`src/rtl/sel_pack_if.sv`:
```
// Chunk-in / word-out handshake bundle for sel_pack.
// slave is the assembler side, master is the producer/consumer side.
interface sel_pack_if #(
  parameter int W = 32,
  parameter int N = 4
);
  localparam int OUT_W = W / N;
  localparam int IDX_W = (N > 1) ? $clog2(N) : 1;

  logic             i_in_vld;
  logic [OUT_W-1:0] i_in_dat;
  logic [IDX_W-1:0] i_in_idx;
  logic             o_in_rdy;
  logic             i_clr;
  logic             o_out_vld;
  logic [W-1:0]     o_out_dat;
  logic             i_out_rdy;
  logic             o_dup_err;
  logic             o_idx_err;

  modport slave (
    input  i_in_vld, i_in_dat, i_in_idx, i_clr, i_out_rdy,
    output o_in_rdy, o_out_vld, o_out_dat, o_dup_err, o_idx_err
  );

  modport master (
    output i_in_vld, i_in_dat, i_in_idx, i_clr, i_out_rdy,
    input  o_in_rdy, o_out_vld, o_out_dat, o_dup_err, o_idx_err
  );
endinterface

```
`src/rtl/sel_pack.sv`:
```
// Assembles a W-bit word from N indexed OUT_W-bit chunks arriving in any order;
// the completed word is handed downstream through a registered valid/ready slot.
module sel_pack #(
  parameter int W = 32,
  parameter int N = 4
) (
  input  logic       clk,
  input  logic       arst_n,
  sel_pack_if.slave  bus
);
  localparam int OUT_W = W / N;

  generate
    if (N < 2 || W == 0 || (W % N) != 0) begin : g_bad_param
      $error("sel_pack: W must be a nonzero multiple of N, and N must be >= 2");
    end
  endgenerate

  typedef enum logic {S_FILL = 1'b0, S_HOLD = 1'b1} state_t;

  state_t       r_state, w_state_nx;
  logic [W-1:0] r_bins, w_bins_nx;
  logic [N-1:0] r_mask, w_mask_nx, w_hit;
  logic [W-1:0] r_out_dat, w_out_dat_nx;
  logic         r_out_vld, w_out_vld_nx;
  logic         r_dup_err, w_dup_err_nx;
  logic         r_idx_err, w_idx_err_nx;
  logic [31:0]  w_idx_ext;
  logic         w_idx_ok, w_accept, w_slot_free;

  assign w_idx_ext   = 32'(bus.i_in_idx);
  assign w_accept    = bus.i_in_vld & (r_state == S_FILL);
  assign w_slot_free = ~r_out_vld | bus.i_out_rdy;

  // One-hot bin decode; an index >= N decodes to no bin at all.
  always_comb begin
    w_hit = '0;
    for (int k = 0; k < N; k++) begin
      w_hit[k] = (w_idx_ext == 32'(k));
    end
  end
  assign w_idx_ok = |w_hit;

  always_comb begin
    w_state_nx   = r_state;
    w_bins_nx    = r_bins;
    w_mask_nx    = r_mask;
    w_out_dat_nx = r_out_dat;
    w_out_vld_nx = r_out_vld & ~bus.i_out_rdy;
    w_dup_err_nx = 1'b0;
    w_idx_err_nx = 1'b0;
    case (r_state)
      S_FILL: begin
        if (bus.i_clr) begin
          w_mask_nx = '0;
        end else if (w_accept) begin
          if (!w_idx_ok) begin
            w_idx_err_nx = 1'b1;
          end else begin
            for (int k = 0; k < N; k++) begin
              if (w_hit[k]) w_bins_nx[OUT_W*k +: OUT_W] = bus.i_in_dat;
            end
            w_dup_err_nx = |(w_hit & r_mask);
            w_mask_nx    = r_mask | w_hit;
            if (&w_mask_nx) begin
              if (w_slot_free) begin
                w_out_dat_nx = w_bins_nx;
                w_out_vld_nx = 1'b1;
                w_mask_nx    = '0;
              end else begin
                w_state_nx = S_HOLD;
              end
            end
          end
        end
      end
      S_HOLD: begin
        if (w_slot_free) begin
          w_out_dat_nx = r_bins;
          w_out_vld_nx = 1'b1;
          w_mask_nx    = '0;
          w_state_nx   = S_FILL;
        end
      end
    endcase
  end

  always_ff @(posedge clk or negedge arst_n) begin
    if (!arst_n) begin
      r_state   <= S_FILL;
      r_bins    <= '0;
      r_mask    <= '0;
      r_out_dat <= '0;
      r_out_vld <= 1'b0;
      r_dup_err <= 1'b0;
      r_idx_err <= 1'b0;
    end else begin
      r_state   <= w_state_nx;
      r_bins    <= w_bins_nx;
      r_mask    <= w_mask_nx;
      r_out_dat <= w_out_dat_nx;
      r_out_vld <= w_out_vld_nx;
      r_dup_err <= w_dup_err_nx;
      r_idx_err <= w_idx_err_nx;
    end
  end

  assign bus.o_in_rdy  = (r_state == S_FILL);
  assign bus.o_out_vld = r_out_vld;
  assign bus.o_out_dat = r_out_dat;
  assign bus.o_dup_err = r_dup_err;
  assign bus.o_idx_err = r_idx_err;
endmodule

```
`src/flat_wrapper.sv`:
```
// flat-port wrapper written by rule: the top's interface ports become plain ports
module sel_pack_flat 
#(
  parameter int W = 32,
  parameter int N = 4
)
  (clk, arst_n, bus_i_in_vld, bus_i_in_dat, bus_i_in_idx, bus_i_clr, bus_i_out_rdy, bus_o_in_rdy, bus_o_out_vld, bus_o_out_dat, bus_o_dup_err, bus_o_idx_err);
  sel_pack_if #(.W(W), .N(N)) bus_i ();
  input  logic clk;
  input  logic arst_n;
  input wire logic [$bits(bus_i.i_in_vld)-1:0] bus_i_in_vld;
  input wire logic [$bits(bus_i.i_in_dat)-1:0] bus_i_in_dat;
  input wire logic [$bits(bus_i.i_in_idx)-1:0] bus_i_in_idx;
  input wire logic [$bits(bus_i.i_clr)-1:0] bus_i_clr;
  input wire logic [$bits(bus_i.i_out_rdy)-1:0] bus_i_out_rdy;
  output wire logic [$bits(bus_i.o_in_rdy)-1:0] bus_o_in_rdy;
  output wire logic [$bits(bus_i.o_out_vld)-1:0] bus_o_out_vld;
  output wire logic [$bits(bus_i.o_out_dat)-1:0] bus_o_out_dat;
  output wire logic [$bits(bus_i.o_dup_err)-1:0] bus_o_dup_err;
  output wire logic [$bits(bus_i.o_idx_err)-1:0] bus_o_idx_err;
  assign bus_i.i_in_vld = bus_i_in_vld;
  assign bus_i.i_in_dat = bus_i_in_dat;
  assign bus_i.i_in_idx = bus_i_in_idx;
  assign bus_i.i_clr = bus_i_clr;
  assign bus_i.i_out_rdy = bus_i_out_rdy;
  assign bus_o_in_rdy = bus_i.o_in_rdy;
  assign bus_o_out_vld = bus_i.o_out_vld;
  assign bus_o_out_dat = bus_i.o_out_dat;
  assign bus_o_dup_err = bus_i.o_dup_err;
  assign bus_o_idx_err = bus_i.o_idx_err;
  sel_pack #(.W(W), .N(N)) u_core (.clk(clk), .arst_n(arst_n), .bus(bus_i));
endmodule
```
`config.mk`:
```
export PLATFORM = sky130hd
export DESIGN_NAME = sel_pack_flat
export DESIGN_NICKNAME = d
export VERILOG_FILES = /design/src/rtl/sel_pack_if.sv /design/src/rtl/sel_pack.sv /design/src/flat_wrapper.sv
export SDC_FILE = /design/constraint.sdc
export NUM_CORES = 1
export LEC_CHECK = 0
export BUFFER_PORTS_ARGS = -buffer_cell sky130_fd_sc_hd__clkbuf_2
export CAP_MARGIN = 10
export CORE_MARGIN = 5
export CORE_UTILIZATION = 56
export CTS_CLUSTER_SIZE = 16
export DETAILED_ROUTE_END_ITERATION = 8
export HOLD_SLACK_MARGIN = 0.08
export PLACE_DENSITY = 0.79
export SYNTH_ARGS = -nofsm -noshare
export SYNTH_HDL_FRONTEND = slang
export SYNTH_SLANG_ARGS = --single-unit
```
`constraint.sdc`:
```
create_clock -name clk -period 2.16 [get_ports clk]
set_input_delay 0.216 -clock clk [delete_from_list [all_inputs] [get_ports clk]]
set_output_delay 0.216 -clock clk [all_outputs]
set_load 0.01 [all_outputs]
```
# Word-level counts from Yosys, hierarchy flattened
# Cells that the tools add are included.
[totals]
output_inout_bits = 36
inputBits = 15
regBits = 72
word_cells = 72
[op_classes]
muxes = 38
reduce_logical = 7
bitwise = 9
n_eq_ne = 11
[op_table]
columns = ["op", "n"]
rows = [
  ["32-bit two-way mux", 6],
  ["32-bit case mux with 2 select lines", 1],
  ["32-bit zero test", 1],
  ["8-bit two-way mux", 4],
  ["4-bit two-way mux", 6],
  ["1-bit two-way mux", 18],
  ["2-bit by 1-bit != test with 1-bit output, second input constant", 4],
  ["4-bit case mux with 2 select lines", 1],
  ["4-bit AND reduction", 2],
  ["4-bit OR reduction", 2],
  ["3-bit by 2-bit != test with 1-bit output, second input constant", 2],
  ["6-bit AND reduction", 1],
  ["4-bit AND", 1],
  ["2-bit equality test, second input constant", 2],
  ["2-bit != test, second input constant", 2],
  ["1-bit NOT", 4],
  ["4-bit OR", 1],
  ["1-bit case mux with 2 select lines", 2],
  ["3-bit AND reduction", 1],
  ["1-bit AND", 2],
  ["2-bit by 1-bit equality test with 1-bit output, second input constant", 1],
  ["1-bit OR", 1],
]

# Logic depth before layout (Yosys ltp)
[depth]
ltp_word = 8
mapped_depth = 6
depth_no_buf = 4

# Least setup slack after synthesis
# OpenSTA, ideal clock, no wires.
[synth_path]
kind = "register to register"
start = "reg u_core.r_state"
end = "reg u_core.r_out_dat[19] (netlist: u_core.bus.o_out_dat[19])"
stages_incl_launch_ff = 7
n_path_buf = 2
arrival_ns = 1.678
setup_slack_ns = 0.355
path_cell_list = "dfrtp_1 -> buf_2 -> nor2_1 -> and2_1 -> buf_1 -> mux2_2 -> mux2_1"
[synth_between]
elab_chain_len = 4
word_cells_on_any_way = 10
classes_between = "eq/ne: 6; mux: 1; bitwise: 2; reduce/logical: 1"
[synth_rtl]
columns = ["element", "line", "text"]
rows = [
  ["start, declared", "sel_pack.sv:21", "state_t r_state, w_state_nx;"],
  ["start signal, assigned", "sel_pack.sv:98", "r_state <= w_state_nx;"],
  ["1-bit NOT (no source line)", "n/a", ""],
  ["1-bit AND", "sel_pack.sv:32", "assign w_accept = bus.i_in_vld & (r_state == S_FILL);"],
  ["2-bit by 1-bit != test with 1-bit output (no source line)", "n/a", ""],
  ["6-bit AND reduction (no source line)", "n/a", ""],
  ["end signal, assigned", "sel_pack.sv:101", "r_out_dat <= w_out_dat_nx;"],
  ["end, declared", "sel_pack.sv:24", "logic [W-1:0] r_out_dat, w_out_dat_nx;"],
]
# Several ways; a longest one is shown, not always the timed one.
# A chain may end at the register's enable or synchronous reset.

# Worst setup path in the final report
# Same ends and word-level chain as after synthesis.

==> run summary <==
The synthesized design devotes to its leading area cell type 55.9% of total area. The area enclosed by the die boundary was 7370 um^2; the number of gates resized after cts was 0. For the clock network latency to the later pin of the worst-skew pair, the log shows 340 ps.

The period utilization came out at 85.0%. For the number of detailed-route iterations in the first pass, the log shows 4. The share of layout cells above drive strength 1 came out at 60.1%. The type of the worst setup path is reg2reg.

The run finished with clean final reports. The run gives 0 as the post-CTS setup-driven buffer insertion count. Count of hold-fix buffers inserted at cts: 1. The endpoint identified for the worst register-to-register timing path is u_core.bus.o_out_dat[19]$_DFFE_PN0P_. Setup repair after global routing left no endpoint under its margin. In this run the cell area of the synthesized design comes to 3220 um^2. The detailed placement HPWL was 4060 um.

The most frequent cell after synthesis is sky130_fd_sc_hd__mux2_2. The total overflow left after global routing is 0. The mean routed wirelength per cell is 16.9 um. The initial utilization of the core area, before any placement, comes to 58.1%. The core area came out at 5540 um^2. For the worst slew margin relative to its limit, the log shows 65.9%. Of all flip-flops after synthesis, the portion carrying an async set or reset was 100%. The tools report the final critical-path setup slack as 325 ps. IR analysis of the VDD net gives a maximum drop of 0.000559 V. Setup violations remaining at the end of the flow were counted as 0. Relative to the synthesized area, the layout overhead comes to 16.6%. Sorting the synthesized cells by how often they occur yields sky130_fd_sc_hd__mux2_2, sky130_fd_sc_hd__dfrtp_1, sky130_fd_sc_hd__nand2_1, sky130_fd_sc_hd__nor2b_1.

The analysis attributes to cell leakage a power of 1.82 nW. The port buffer count was 50. The largest total area in the synthesized netlist belongs to sky130_fd_sc_hd__dfrtp_1. Horizontal die dimension: 85.8 um. The sum of negative setup slack was 0 ps. Summing all non-filler instances in the final layout gives an area of 3760 um^2.

The logs give 42 for the maximum number of pins on one net before global-route repair and 9990 um for the global-route wire length before repair. For flop-to-flop paths, the worst setup slack is 320 ps. The via count of the first global-routing pass was 1975.

Across the routed clock network, the largest skew measured is 8.35 ps. In this run the remaining antenna-violating nets after routing total 0. When the netlist entered floorplanning its net count stood at 232. The final route contains 1941 vias. The worst register-to-register path begins at u_core.r_state$_DFF_PN0_. The tools report the hold violation total from the final report as 0. TritonCTS built the clock tree. Before CTS, the worst setup slack after placement is 311 ps. The dominant register cell in the synthesized netlist was sky130_fd_sc_hd__dfrtp_1.

The tools report the row count as 27. The number of cells on the worst reg-to-reg path is 4. The mean number of vias per cell is 5.50, and the count of final max-slew check failures is 0. The transition at the pin with the smallest max-transition slack came out at 512 ps.

The routability-driven placement congestion ratio is 0.834, and the number of buffers inserted during clock tree synthesis is 9. The post-place instance area is 3550 um^2, and the minimum clock period after layout is 1840 ps. The longest clock path from root to sink contains 2 buffers. Pin placement for this block handled 51 I/O pins. For the number of remaining DRC errors, the log shows 0.

In this run, the number of DRC markers left after iteration 0 of detailed routing was 92. 0 antenna diodes ended up in the layout. The worst setup path is captured at a flip-flop. Launching element of the worst setup path: u_core.r_state$_DFF_PN0_. The required time of the critical path was 2380 ps; the instance count along the most critical hold path was 3.

The y dimension of the die works out to 85.8 um. For the number of antenna violations at the first check in global routing, the log shows 0. The critical path ends at u_core.bus.o_out_dat[19]$_DFFE_PN0P_.

Yosys mapped the design onto 27 distinct sky130hd cell types. The maximum clock frequency is 545 MHz. Wires add up to 5970 um. Across the run, the number of max-cap violations was 0. The root buffer selected by CTS was sky130_fd_sc_hd__clkbuf_8.

After synthesis the netlist holds a flip-flop and latch count of 72. The maximum fanout along the worst path came out at 8. The number of flops mapped to enable cells by yosys was 0; the TritonCTS sink count was 72.

The sequential fraction of the synthesis area was 55.9%; the total number of nets in the final design was 291. Sorting the synthesized cells by area gives the leading types as sky130_fd_sc_hd__dfrtp_1, sky130_fd_sc_hd__mux2_2, sky130_fd_sc_hd__buf_6. Yosys printed 0 warnings. The critical path arrival came out at 2060 ps. Across every metal layer, demand over resource in global routing totals 18.0%.

Critical path launch point type: a flip-flop. The design draws 0.00301 W. The clock-pin slew on the worst setup and hold paths was 70 ps; the average footprint of a synthesized cell was 14.8 um^2. The H-tree was split into 3 levels. The number of instances in the synthesized netlist is 217. The total power per unit cell area works out to 802 nW/um^2.

In this run the worst hold path is classified as in2reg.
-- sequential cells by signal, summed over array words and instances (netlist names) --
name,count
u_core.bus.o_out_dat,32
u_core.r_bins,32
u_core.r_mask,4
u_core.bus.o_dup_err,1
u_core.bus.o_idx_err,1
u_core.bus.o_out_vld,1
u_core.r_state,1
-- worst max-delay path: stages (launching register included) --
cell,delay [ps]
sky130_fd_sc_hd__dfrtp_1,470
sky130_fd_sc_hd__nor2_1,200
sky130_fd_sc_hd__and2_1,390
sky130_fd_sc_hd__mux2_2,380
sky130_fd_sc_hd__mux2_1,280
-- layer usage --
metal  GRT usage (%)  vias to the layer above  wire, um
li1                -                      899         -
met1            24.8                      977      2700
met2            26.8                       56      2800
met3            4.90                        9       365
met4            7.77                        0       107
met5               0                        -         0
-- where the power goes --
| group | switching, W | leakage (nW) | internal (W) |
|---|---|---|---|
| clock network | 0.000467 | 0.103 | 0.000594 |
| registers | 0.0000710 | 0.935 | 0.00149 |
| logic | 0.000151 | 0.785 | 0.000236 |
| total | 0.000690 | 1.82 | 0.00232 |
-- layout make-up --
| type | instances | area (um^2) |
|---|---|---|
| sequential | 72 | 1800 |
| tap | 72 | 90.1 |
| timing repair buffer | 56 | 310 |
| inverter | 2 | 7.51 |
| clock buffer | 13 | 159 |
| multi-input combinational | 135 | 1350 |
| fill | 429 | 1780 |
| clock inverter | 3 | 40.0 |
-- kinds of logic after synthesis --
logic type,share of synthesized area [%]
simple gates,4.12
flops,55.9
buf+inv,2.21
other cells,0.116
mux,35.2
compound gates,2.37
-- cells in the final DEF, fill, tap and decap left out, types with 2 or more instances in the layout --
| cell type | instances |
|---|---|
| sky130_fd_sc_hd__mux2_2 | 96 |
| sky130_fd_sc_hd__nand2_1 | 9 |
| sky130_fd_sc_hd__buf_4 | 4 |
| sky130_fd_sc_hd__clkbuf_8 | 11 |
| sky130_fd_sc_hd__mux2i_1 | 2 |
| sky130_fd_sc_hd__dfrtp_1 | 72 |
| sky130_fd_sc_hd__clkinv_2 | 2 |
| sky130_fd_sc_hd__inv_1 | 2 |
| sky130_fd_sc_hd__and3_1 | 2 |
| sky130_fd_sc_hd__clkbuf_1 | 2 |
| sky130_fd_sc_hd__a21oi_1 | 2 |
| sky130_fd_sc_hd__o22ai_1 | 4 |
| sky130_fd_sc_hd__nor2b_1 | 5 |
| sky130_fd_sc_hd__clkbuf_2 | 49 |
-- per-stage QoR --
step | instances | util [%] | hold WS (ps)
finish | 353 | 67.8 | 165
global route | 353 | 67.8 | 173
CTS | 353 | 67.8 | 141
detailed placement | 336 | 64.0 | 266
global placement | 336 | 64.0 | 269
floorplan | 217 | - | -79.6
-- worst min-delay path by stage --
stage               slack, ps          start                             end
floorplan                 -80         arst_n  u_core.bus.o_dup_err$_DFF_PN0_
global placement          270         arst_n  u_core.bus.o_out_vld$_DFF_PN0_
detailed placement        270         arst_n  u_core.bus.o_out_vld$_DFF_PN0_
CTS                       140  bus_i_out_rdy        u_core.r_state$_DFF_PN0_
global route              170  bus_i_out_rdy        u_core.r_state$_DFF_PN0_
finish                    170  bus_i_out_rdy        u_core.r_state$_DFF_PN0_
Note: power is estimated with default switching activity, not from simulation.
